**config.mk**
```make
export PLATFORM = sky130hd
export DESIGN_NAME = fwft_fifo
export DESIGN_NICKNAME = d
export VERILOG_FILES = /design/src/rtl/fwft_fifo.sv
export SDC_FILE = /design/constraint.sdc
export NUM_CORES = 1
export LEC_CHECK = 0
export BUFFER_PORTS_ARGS = -buffer_cell sky130_fd_sc_hd__clkbuf_2
export CAP_MARGIN = 30
export CORE_ASPECT_RATIO = 0.5
export CORE_MARGIN = 5
export CORE_UTILIZATION = 65
export CTS_BUF_LIST = sky130_fd_sc_hd__clkbuf_2
export DETAILED_ROUTE_END_ITERATION = 6
export PLACE_DENSITY = 0.81
export SKIP_CTS_REPAIR_TIMING = 1
export SYNTH_ARGS = -nofsm -noshare
export SYNTH_HDL_FRONTEND = slang
export SYNTH_SLANG_ARGS = --single-unit
```
**constraint.sdc**
```tcl
create_clock -name clk -period 7 [get_ports clk]
set_input_delay 0 -clock clk [delete_from_list [all_inputs] [get_ports clk]]
set_output_delay 0 -clock clk [all_outputs]
set_load 0.01 [all_outputs]
```
**src/rtl/fwft_fifo.sv**
```systemverilog
// Single-clock show-ahead FIFO with dcfifo-style port names.
// The head word is presented on q combinationally whenever the queue holds
// data, so a consumer sees a valid word with no read latency and pops it by
// asserting rdreq. Read-side and write-side status views are identical
// because both sides share one clock; each count carries an extra MSB so
// the full-depth value (DEPTH) can be represented.
module fwft_fifo #(
  parameter int LOG_DEPTH = 8,
  parameter int WIDTH     = 6
) (
  input  logic                 clk,
  input  logic                 reset,
  input  logic [WIDTH-1:0]     data,
  input  logic                 wrreq,
  input  logic                 rdreq,
  output logic [WIDTH-1:0]     q,
  output logic                 wrempty,
  output logic                 wrfull,
  output logic                 rdempty,
  output logic                 rdfull,
  output logic [LOG_DEPTH:0]   wrusedw,
  output logic [LOG_DEPTH:0]   rdusedw
);

  localparam int DEPTH = 2 ** LOG_DEPTH;
  localparam logic [LOG_DEPTH:0] FULL_COUNT = (LOG_DEPTH + 1)'(DEPTH);

  // Storage is never reset; stale contents are hidden by the count.
  logic [WIDTH-1:0]     mem [DEPTH];
  logic [LOG_DEPTH-1:0] wp;
  logic [LOG_DEPTH-1:0] rp;
  logic [LOG_DEPTH:0]   count;

  logic empty;
  logic full;
  logic rd_acc;
  logic wr_acc;

  // Pointer advance wraps naturally modulo DEPTH through the bit width.
  function automatic logic [LOG_DEPTH-1:0] ptr_inc(input logic [LOG_DEPTH-1:0] p);
    return p + 1'b1;
  endfunction

  // Occupancy after one cycle: a simultaneous read and write cancel out.
  function automatic logic [LOG_DEPTH:0] count_next(
    input logic [LOG_DEPTH:0] c,
    input logic               wr,
    input logic               rd
  );
    logic [LOG_DEPTH:0] r;
    r = c;
    if (wr && !rd) r = c + 1'b1;
    else if (rd && !wr) r = c - 1'b1;
    return r;
  endfunction

  assign empty = (count == '0);
  assign full  = (count == FULL_COUNT);

  // A read is only honoured when there is a head word. A write is honoured
  // when there is room, or when a same-cycle read frees the slot it needs;
  // when full, wp == rp so the new word lands in the slot being vacated.
  assign rd_acc = rdreq && !empty;
  assign wr_acc = wrreq && (!full || rd_acc);

  // Memory write port; no reset so the array maps onto plain RAM.
  always_ff @(posedge clk) begin
    if (!reset && wr_acc) begin
      mem[wp] <= data;
    end
  end

  // Pointer and occupancy state; reset discards everything queued.
  always_ff @(posedge clk) begin
    if (reset) begin
      wp    <= '0;
      rp    <= '0;
      count <= '0;
    end else begin
      if (wr_acc) wp <= ptr_inc(wp);
      if (rd_acc) rp <= ptr_inc(rp);
      count <= count_next(count, wr_acc, rd_acc);
    end
  end

  // Show-ahead output: head word while non-empty, zero otherwise.
  always_comb begin
    q = '0;
    if (!empty) q = mem[rp];
  end

  assign wrempty = empty;
  assign rdempty = empty;
  assign wrfull  = full;
  assign rdfull  = full;
  assign wrusedw = count;
  assign rdusedw = count;

endmodule

```
==> impl_metrics.csv <==
group,metric,value,unit
clocking,clkTransAtPathRegs,0.12,ns
placed_design,hpwl,83.7,mm
final_layout,post-route-util,0.707,
global_route,overflow,0,
global_route,antenna_found_initial,3,
synthesis,synth_top_area_cell,"edfxtp_1",
pwr,power_frac_comb,0.198,
clocking,cts_buffers,335,
clocking,cts_root_buf,"clkbuf_2",
run,maxCapViolCount,0,
synthesis,synth-edff-count,1536,
synthesis,synth_area_per_cell,20.5,um2
detailed_routing,ant_nets,0,
run_status,outcome,"complete, no violations",
sta,fin_skew,0.0992,ns
setup_path,arrival,5.64,ns
pwr,internal_power,14.0,mW
final_layout,drive_above_1_share,0.290,
synthesis,synth_top_area_share,0.754,
detailed_routing,first_iter_violations,4917,
synthesis,syn_area,61200,um2
sta,clock.fmax,177,MHz
clocking,cts_tree,"yes",
die,initial_utilization,0.657,
detailed_routing,firstDrtPassIters,6,
synthesis,ys.flop_type,"edfxtp_1",
detailed_routing,route.detailed.drc,0,
die,die_x,444,um
setup_path,start_kind,"register",
setup_path,cp_slowest_cell,"dfxtp_1",
synthesis,ys_seq_area_frac,0.765,
sta,worst_slack,1.36,ns
synthesis,synth_nets,3010,
synthesis,synth_area_leaders,"edfxtp_1 75%, mux4_2 14%, nor2_1 1.8%",
die,coreArea,93100,um2
synthesis,async_flop_share,0,
die,row_count,79,
final_layout,finalNonFillerCells,4724,
pwr,peakVddDrop,0.239,mV
clocking,htree_levels,5,
sta,tightest_slew,1.07,ns
setup_path,endpoint,"q[1]",
sta,whs,0.0273,ns
die,ioPinCount,38,
sta,slew_headroom,0.282,
synthesis,ys_ff_latch,1569,
sta,finalCritPeriodShare,0.806,
placed_design,place.gp.congestion,0.869,
setup_path,max_stage_delay,0.98,ns
pwr,p_per_area,296,nW/um2
setup_path,crit_top_cell,"buf_4",
global_route,grtUsageTotal,0.283,
sta,final_hold_viol_count,0,
final_layout,nets,3276,
sta,fin_crit,5.64,ns
pwr,seq_power_share,0.535,
setup_path,end_kind,"output port",
setup_path,reg2reg_from,"rdusedw[4]",
detailed_routing,top_layer,"met4",
placed_design,pre_cts_ws,2.73,ns
clocking,clock-sinks,1569,
setup_path,crit_type,"reg2out",
pwr,swShare,0.279,
setup_path,reg2reg_depth,13,
setup_path,r2r_slack,2.17,ns
synthesis,yosysMostFrequentCell,"edfxtp_1",
die,die_y,227,um
placed_design,dp.cells,4134,
global_route,grt_pass1_wl,207,mm
setup_path,reg2reg_to,"rdusedw[7]",
global_route,grt_max_degree,170,
die,die_area,101000,um2
pwr,p_sw,5.44,mW
detailed_routing,vias_per_cell,6.72,
pwr,p_clk_frac,0.267,
detailed_routing,met3_length,19.3,mm
detailed_routing,routedWlPerCell,29.7,um
synthesis,synth_commonest_cells,"1536 x edfxtp_1, 372 x mux4_2, 299 x nor2_1",
placed_design,port_buffers,37,
worst_hold_path,hp-class,"in2reg",
detailed_routing,wl_met1,50.1,mm
detailed_routing,route.vias.total,31800,
clocking,cts_buffer_depth,4,
synthesis,postSynthCellCount,2985,
setup_path,cp_num_buf_inv,3,
final_layout,area_growth_syn_to_layout,7.56,%
setup_path,crit_path_cell_trace,"buf_4 -> and2_1 -> buf_4 -> nand2b_1 -> o221ai_1 -> a211oi_1 -> nor4b_1 -> or4_1 -> clkbuf_2",
detailed_routing,route.met2.wl,64.8,mm
global_route,grt_pass1_vias,32500,
synthesis,synth_cell_type_count,59,
sta,rsz0062_at_grt,"false",
clocking,clock_latency,1.60,ns
setup_path,path_depth,9,
setup_path,worstPathMaxFanout,21,
setup_path,cp_top_family,"simple AND/OR/NAND/NOR gates",
pwr,power.leakage,20.3,nW
detailed_routing,drt_wl_total,140,mm
setup_path,crit_required,7.00,ns
sta,drv_slew,0,
sta,setup_violations,0,
sta,finalSetupTns,0,ns
synthesis,yosys_warnings,0,
-- how the worst min path moves through the flow --
stage               startpoint         to  slack [ns]  depth (start not counted)
finish                   reset      wp[3]        0.03                          5
global route             reset   register       -0.04                          5
CTS                      wrreq      wp[1]       -1.32                          4
detailed placement       wrreq      wp[1]        0.45                          4
global placement         wrreq      wp[0]        0.42                          4
floorplan              data[0]  mem[0][0]         0.1                          0
-- worst reg2reg max path: stages (launching register included) --
cell	delay [ns]
dfxtp_1	0.37
or4_4	0.63
o41ai_4	0.37
dlygate4sd3_1	0.73
inv_1	0.19
ha_1	0.31
inv_1	0.27
ha_1	0.30
a21o_1	0.18
a21o_1	0.19
a21o_1	0.19
a2111oi_0	0.68
nor3_1	0.14
nand3b_1	0.18
-- metal layers --
layer  track usage  vias to the layer above
met2         0.427                     2309
li1              -                    13000
met5             0                        -
met4         0.129                        0
met3        0.0863                      382
met1         0.392                    16100
-- area by class of cell --
type	count	area [um2]
sequential	1569	46800
clock buffer	490	2450
tap	1255	1570
inverter	11	41.3
multi-input combinational	1213	13400
clock inverter	61	235
fill	5485	27300
timing repair buffer	121	1300
antenna	4	10.0
-- sequential cells by signal (all words and copies together), names as in the netlist, named ones only --
name / count
wp: 8
rdusedw: 9
mem: 1536
rp: 8
-- kinds of logic after synthesis --
group	share of synthesized area
compound gates	0.0259
xor+xnor	0.00215
fa+ha+maj	0.00319
buf+inv	0.0169
flops	0.765
mux	0.150
simple gates	0.0367
-- per-stage QoR --
stage,cell area [um2],power [mW]
4_1_cts,65200,19.5
2_1_floorplan,61200,13.5
3_5_place_dp,62500,14.4
3_3_place_gp,62500,14.4
6_report,65800,19.5
5_1_grt,65800,20.3
-- power by group through the flow --
stage               Clock, mW  Combinational [mW]  Sequential [mW]
floorplan                   0                2.89             10.6
global placement            0                3.71             10.7
detailed placement          0                3.82             10.6
CTS                      5.22                3.84             10.4
global route             5.76                4.09             10.4
finish                   5.19                3.86             10.4
-- placed cells by master (no fill, tap or decap), types with 5 or more instances in the layout --
| cell | count |
|---|---|
| edfxtp_1 | 1536 |
| clkbuf_2 | 521 |
| mux4_2 | 372 |
| nor2_1 | 297 |
| a22oi_1 | 68 |
| nand3_1 | 62 |
| nand2_1 | 61 |
| mux2i_1 | 60 |
| clkinv_1 | 53 |
| o22ai_1 | 51 |
| buf_4 | 36 |
| dfxtp_1 | 30 |
| a21oi_1 | 23 |
| dlygate4sd3_1 | 23 |
| mux2_2 | 19 |
| nor3_1 | 17 |
| a211oi_1 | 16 |
| ha_1 | 14 |
| a22o_1 | 13 |
| xor2_1 | 12 |
| buf_16 | 12 |
| inv_1 | 11 |
| nand4_1 | 10 |
| o21ai_0 | 9 |
| buf_12 | 9 |
| nor2b_1 | 8 |
| a31oi_1 | 7 |
| or3_1 | 7 |
| nand3b_1 | 6 |
| a221oi_1 | 6 |
| clkbuf_8 | 6 |
| and4_1 | 5 |
| o221ai_1 | 5 |
| a211o_1 | 5 |
| nor4b_1 | 5 |
| or4_1 | 5 |
| clkinv_2 | 5 |
(Power assumes the default switching activity.)
